<file path="config.mk">
export PLATFORM = sky130hd
export DESIGN_NAME = fetch_queue
export DESIGN_NICKNAME = d
export VERILOG_FILES = /design/src/rtl/fetch_queue.sv
export SDC_FILE = /design/constraint.sdc
export NUM_CORES = 1
export LEC_CHECK = 0
export BUFFER_PORTS_ARGS = -buffer_cell sky130_fd_sc_hd__buf_2
export CAP_MARGIN = 10
export CELL_PAD_IN_SITES_DETAIL_PLACEMENT = 1
export CELL_PAD_IN_SITES_GLOBAL_PLACEMENT = 2
export CORE_MARGIN = 3
export CORE_UTILIZATION = 40
export CTS_BUF_LIST = sky130_fd_sc_hd__clkbuf_8
export CTS_CLUSTER_SIZE = 20
export DETAILED_ROUTE_END_ITERATION = 10
export HOLD_SLACK_MARGIN = 0.12
export PLACE_DENSITY_LB_ADDON = 0.1
export SLEW_MARGIN = 30
export SYNTH_ARGS = -nofsm -noshare
export SYNTH_HDL_FRONTEND = slang
export SYNTH_SLANG_ARGS = --single-unit
</file>
<file path="constraint.sdc">
create_clock -name clock_i -period 12.3 [get_ports clock_i]
set_clock_uncertainty 0.2 [all_clocks]
set_input_delay 1.23 -clock clock_i [delete_from_list [all_inputs] [get_ports clock_i]]
set_output_delay 1.23 -clock clock_i [all_outputs]
set_load 0.02 [all_outputs]
</file>
<file path="src/rtl/fetch_queue.sv">
// fetch_queue: dual-issue circular instruction FIFO between fetch2 and decode.
// Bubbles (zero instructions) are squeezed out on write so the queue only holds real work.
module fetch_queue #(
    parameter int DEPTH = 8,
    parameter int PTR_W = 3
) (
    input  logic             clock_i,
    input  logic             reset_i,
    input  logic [31:0]      inst0_i,
    input  logic [31:0]      inst1_i,
    input  logic [31:0]      pc_i,
    input  logic             pred_0_i,
    input  logic             pred_1_i,
    input  logic             push_i,
    output logic             ready_o,
    input  logic             flush_i,
    output logic [31:0]      inst0_o,
    output logic [31:0]      inst1_o,
    output logic [31:0]      pc0_o,
    output logic [31:0]      pc1_o,
    output logic             pred0_o,
    output logic             pred1_o,
    output logic             valid0_o,
    output logic             valid1_o,
    input  logic [1:0]       pop_i,
    output logic [PTR_W:0]   count_o
);
    logic [31:0]      inst_mem [DEPTH];
    logic [31:0]      pc_mem   [DEPTH];
    logic             pred_mem [DEPTH];
    logic [PTR_W-1:0] rd_ptr, wr_ptr, rd_ptr1, slot1;
    logic [PTR_W:0]   count, n_push, n_pop, pop_req;
    logic             v0, v1, accept;

    always_comb begin
        v0      = inst0_i != '0;
        v1      = inst1_i != '0;
        ready_o = count <= (PTR_W+1)'(DEPTH - 2);
        accept  = push_i && ready_o && !flush_i;
        n_push  = accept ? (PTR_W+1)'(v0) + (PTR_W+1)'(v1) : '0;
        pop_req = pop_i[1] ? (PTR_W+1)'(2) : (PTR_W+1)'(pop_i);
        n_pop   = pop_req > count ? count : pop_req;
        slot1   = v0 ? wr_ptr + PTR_W'(1) : wr_ptr;
        rd_ptr1 = rd_ptr + PTR_W'(1);
    end

    // Flush drops everything buffered and overrides any same-cycle push or pop.
    always_ff @(posedge clock_i or negedge reset_i) begin
        if (!reset_i) begin
            rd_ptr <= '0;
            wr_ptr <= '0;
            count  <= '0;
        end else if (flush_i) begin
            rd_ptr <= wr_ptr;
            count  <= '0;
        end else begin
            rd_ptr <= rd_ptr + n_pop[PTR_W-1:0];
            wr_ptr <= wr_ptr + n_push[PTR_W-1:0];
            count  <= count + n_push - n_pop;
        end
    end

    always_ff @(posedge clock_i) begin
        if (accept && v0) begin
            inst_mem[wr_ptr] <= inst0_i;
            pc_mem[wr_ptr]   <= pc_i;
            pred_mem[wr_ptr] <= pred_0_i;
        end
        if (accept && v1) begin
            inst_mem[slot1] <= inst1_i;
            pc_mem[slot1]   <= pc_i + 32'd4;
            pred_mem[slot1] <= pred_1_i;
        end
    end

    always_comb begin
        valid0_o = count != '0;
        valid1_o = count >= (PTR_W+1)'(2);
        inst0_o  = valid0_o ? inst_mem[rd_ptr]  : '0;
        pc0_o    = valid0_o ? pc_mem[rd_ptr]    : '0;
        pred0_o  = valid0_o ? pred_mem[rd_ptr]  : 1'b0;
        inst1_o  = valid1_o ? inst_mem[rd_ptr1] : '0;
        pc1_o    = valid1_o ? pc_mem[rd_ptr1]   : '0;
        pred1_o  = valid1_o ? pred_mem[rd_ptr1] : 1'b0;
        count_o  = count;
    end
endmodule

</file>
==> reports/summary.md <==
The number of synthesis warnings was 0; the pin count of the biggest net entering global routing was 77. The multi-input combinational cells in the finished layout cover a total of 15510 sq um. The overall routing resource usage came out at 0.2569. Detailed placement ended at an HPWL of 62670 microns.

The number of buffer cells added on primary ports came out at 240. For the sequential fraction of the synthesis area, the log shows 0.4934. For the boundary pin count, the log shows 241. The vias per cell was 6.046; the weighted congestion reported at the end of routability-driven placement was 0.7663. In the final routed layout, each cell accounts on average for 30.30 microns. Counting tap cells, the placed design contains a total of 3378 instances. The startpoint of the worst register-to-register path is count_o[3]$_DFF_PN0_. The number of hold violations in the final report came out at 0. The starting density of the core came out at 0.4057. For the number of buffers inserted for hold repair after clock tree synthesis, the log shows 0. Total chip power: 7.980 mW.

TritonCTS built the clock tree. Reg-to-reg endpoint: pc_mem[5][7]$_DFFE_PP_. In this run the vertical extent of the chip is 289.5 microns. The critical path capture point type was a flip-flop. Number of enable flip-flop cells after synthesis: 520. The flow ran to the end, and the final reports show no timing, DRC or antenna violations. The final worst-path cycle share was 0.5108. The tools report the register share of total power as 0.292. The mapped netlist covers 32150 sq um.

After clock tree synthesis, the clock-pin slew on the worst setup and hold paths is 0.06 ns. After the first detailed-routing iteration, the DRC count stood at 1712. The number of buffers inserted during clock tree synthesis came out at 101. The number of synthesized register bits is 530, and the cell leakage power is 12.13 nW.

Along the worst path, the maximum fanout reaches 40. The via count was 21560; the length of the first detailed-routing pass in iterations was 5. Post-synthesis async set-or-reset flop share: 0.01887. The share of total power in combinational logic came out at 0.513.

Hold is met by 0.1956 ns. After clock tree synthesis, the setup repair step added 0 buffers. The switching fraction of total power came out at 0.4402.

The tools report the achievable clock frequency as 159.2 MHz. The run gives 3 as the maximum clock path buffer count. Dividing total power by cell area gives a power density of 220.3 nW/um^2. The average instance in the mapped netlist occupies 14.25 sq um. The signal arrival time at the worst endpoint was 6.39 ns. At the pin with the least slew margin, the transition time is 0.9774 ns. Kind of critical path: input port to flip-flop. The number of placement rows came out at 103. The share of final-layout standard cells stronger than drive strength 1 is 0.3777, and the internal power of the cells is 4.467 mW. The worst hold path belongs to the class input port to async pin. The tools report the via count of the first global-routing pass as 23430.

For the worst-skew pair, the clock arrives at the later sink with an insertion delay of 0.70 ns. The tools report the net count after synthesis as 2381. The tools report the count of endpoints failing setup in the final report as 0. At the end of the flow, the number of nets in the layout was 2556. Summed over all failing endpoints, the final setup total negative slack is 0 ns. For this run, the leading register cell type out of synthesis is sky130_fd_sc_hd__edfxtp_1. CTS built an H-tree with a depth of 3. For the gate count of the mapped netlist, the log shows 2257.

The clock tree root driver cell is sky130_fd_sc_hd__clkbuf_8. The category of the worst setup path launch point is an input port. The first global-routing pass estimated 157800 microns of wire. From left edge to right edge, the die measures 289.5 microns. Setup repair after global routing left no endpoint under its margin. The floorplan step defined a die boundary enclosing 83820 sq um. The leading cell type in the layout, fill and taps excluded was sky130_fd_sc_hd__edfxtp_1. The required time reported for the critical path endpoint is 12.41 ns, and the peak ir drop on the vdd network is 167.6 uV. The residual overflow from global routing came out at 0.

Placeable core region: 79260 sq um. The library cells used most frequently in the layout, excluding fill and tap cells, are sky130_fd_sc_hd__edfxtp_1, sky130_fd_sc_hd__mux4_2, sky130_fd_sc_hd__buf_2, sky130_fd_sc_hd__mux2_2, sky130_fd_sc_hd__nand2_1. The layout has 7948 filler cells.

The tools report the number of nets still failing antenna checks after routing as 0. The DRC violations left is 0, and the tightest slew margin relative to the limit is 0.3484. The clock drives 530 sinks. For this run, the number of standard cells in the final layout without fillers is 3566.

The number of max-slew violations in the final report is 0, and the total routed wirelength is 108000 microns. For the worst flop-to-flop path, the logic depth is 11. The total area of sequential cells was 15880 sq um; the power share of the clock group was 0.195. Switching power: 3.513 mW. Number of distinct library cells after synthesis: 48. In this run the register-to-register setup slack is 6.41 ns.

Number of maximum-capacitance constraint violations: 0. The logs give 9 for the number of antenna violations at the first check in global routing and 0 for the count of cells resized by post-cts repair. Relative to the synthesized area, the layout overhead comes to 12.68%.

For the finished layout, the period the worst path requires is 6.283 ns.
-- critical path: stages --
cell	delay, ns
sky130_fd_sc_hd__buf_2	0.17
sky130_fd_sc_hd__nor4_1	0.57
sky130_fd_sc_hd__nand4_1	0.65
sky130_fd_sc_hd__o21ai_1	0.69
sky130_fd_sc_hd__xor2_4	0.12
sky130_fd_sc_hd__buf_4	0.30
sky130_fd_sc_hd__buf_4	0.38
sky130_fd_sc_hd__nor3_4	0.24
sky130_fd_sc_hd__buf_4	0.64
sky130_fd_sc_hd__a31o_4	0.60
sky130_fd_sc_hd__buf_4	0.69
-- kinds of logic (layout without fill, tap and decap cells) --
logic type	after synthesis	in the layout	synth area share
flip-flops	530	530	0.4934
buffers and inverters	242	495	0.03160
adder cells (fa/ha/maj)	20	20	0.008483
AO/OA/AOI/OAI	104	104	0.01825
XOR/XNOR	221	221	0.06020
AND/OR/NAND/NOR	516	516	0.08102
other	0	6	0
multiplexers	624	624	0.3070
-- registers in the layout, summed over array words and instances, names as in the netlist --
signal,cells
wr_ptr,3
count_o,4
pred_mem,8
inst_mem,256
rd_ptr,3
pc_mem,256
-- Yosys cell counts, types with 13 or more instances --
cell type | count | area, sq um
sky130_fd_sc_hd__a21oi_1 | 78 | 390.4
sky130_fd_sc_hd__and3_1 | 13 | 81.33
sky130_fd_sc_hd__buf_1 | 55 | 206.5
sky130_fd_sc_hd__buf_2 | 29 | 145.1
sky130_fd_sc_hd__clkbuf_1 | 121 | 454.2
sky130_fd_sc_hd__edfxtp_1 | 520 | 15610
sky130_fd_sc_hd__ha_1 | 17 | 212.7
sky130_fd_sc_hd__inv_1 | 21 | 78.83
sky130_fd_sc_hd__mux2_1 | 69 | 777.0
sky130_fd_sc_hd__mux2_2 | 228 | 2567
sky130_fd_sc_hd__mux2i_1 | 67 | 670.6
sky130_fd_sc_hd__mux4_2 | 260 | 5856
sky130_fd_sc_hd__nand2_1 | 165 | 619.3
sky130_fd_sc_hd__nand3_1 | 77 | 385.4
sky130_fd_sc_hd__nand4_1 | 55 | 344.1
sky130_fd_sc_hd__nor2_1 | 76 | 285.3
sky130_fd_sc_hd__nor3_1 | 34 | 170.2
sky130_fd_sc_hd__nor4_1 | 51 | 319.1
sky130_fd_sc_hd__nor4_2 | 14 | 175.2
sky130_fd_sc_hd__xnor2_1 | 138 | 1209
sky130_fd_sc_hd__xor2_1 | 83 | 727.0
-- power groups by stage --
stage / logic (mW) / clock network (mW) / registers (mW)
after floorplan: 2.72 / 0 / 2.30
after global placement: 4.09 / 0 / 2.35
after detailed placement: 4.13 / 0 / 2.37
after CTS: 4.15 / 1.60 / 2.33
after global routing: 4.36 / 1.68 / 2.35
final: 4.10 / 1.56 / 2.33
-- stage by stage --
| step | instance area, sq um | worst slack (ns) | utilization |
|---|---|---|---|
| floorplan | 32150 | 2.946 | - |
| global placement | 34360 | 5.345 | 0.4336 |
| detailed placement | 34430 | 5.311 | 0.4344 |
| CTS | 36170 | 6.043 | 0.4564 |
| global route | 36220 | 5.864 | 0.4570 |
| finish | 36230 | 6.017 | 0.4571 |
-- routing by layer --
metal,routed length [microns],global-route usage,vias up
met5,44,0,-
met4,3165,0.08626,8
met3,5629,0.03561,186
met2,54700,0.4461,653
met1,44500,0.3319,11500
li1,-,-,9217
-- final cells by class --
cell class                 instances  share of cell area
timing repair buffer             292             0.04645
tap                             1050             0.03626
sequential                       530              0.4382
clock buffer                     104             0.03951
clock inverter                    77            0.008634
inverter                          22            0.002279
antenna                            6           0.0004144
multi-input combinational       1485              0.4282
-- worst max-delay path by stage --
stage,from,to,cells after the start
6_report,inst0_i[9],pc_mem[5][7]$_DFFE_PP_,11
5_1_grt,inst0_i[9],pc_mem[5][20]$_DFFE_PP_,11
4_1_cts,inst0_i[9],pc_mem[5][20]$_DFFE_PP_,11
3_5_place_dp,inst0_i[9],pc_mem[5][11]$_DFFE_PP_,11
3_3_place_gp,inst0_i[9],pc_mem[5][12]$_DFFE_PP_,11
2_1_floorplan,inst0_i[14],inst_mem[0][0]$_DFFE_PP_,6
(Power assumes the default switching activity.)
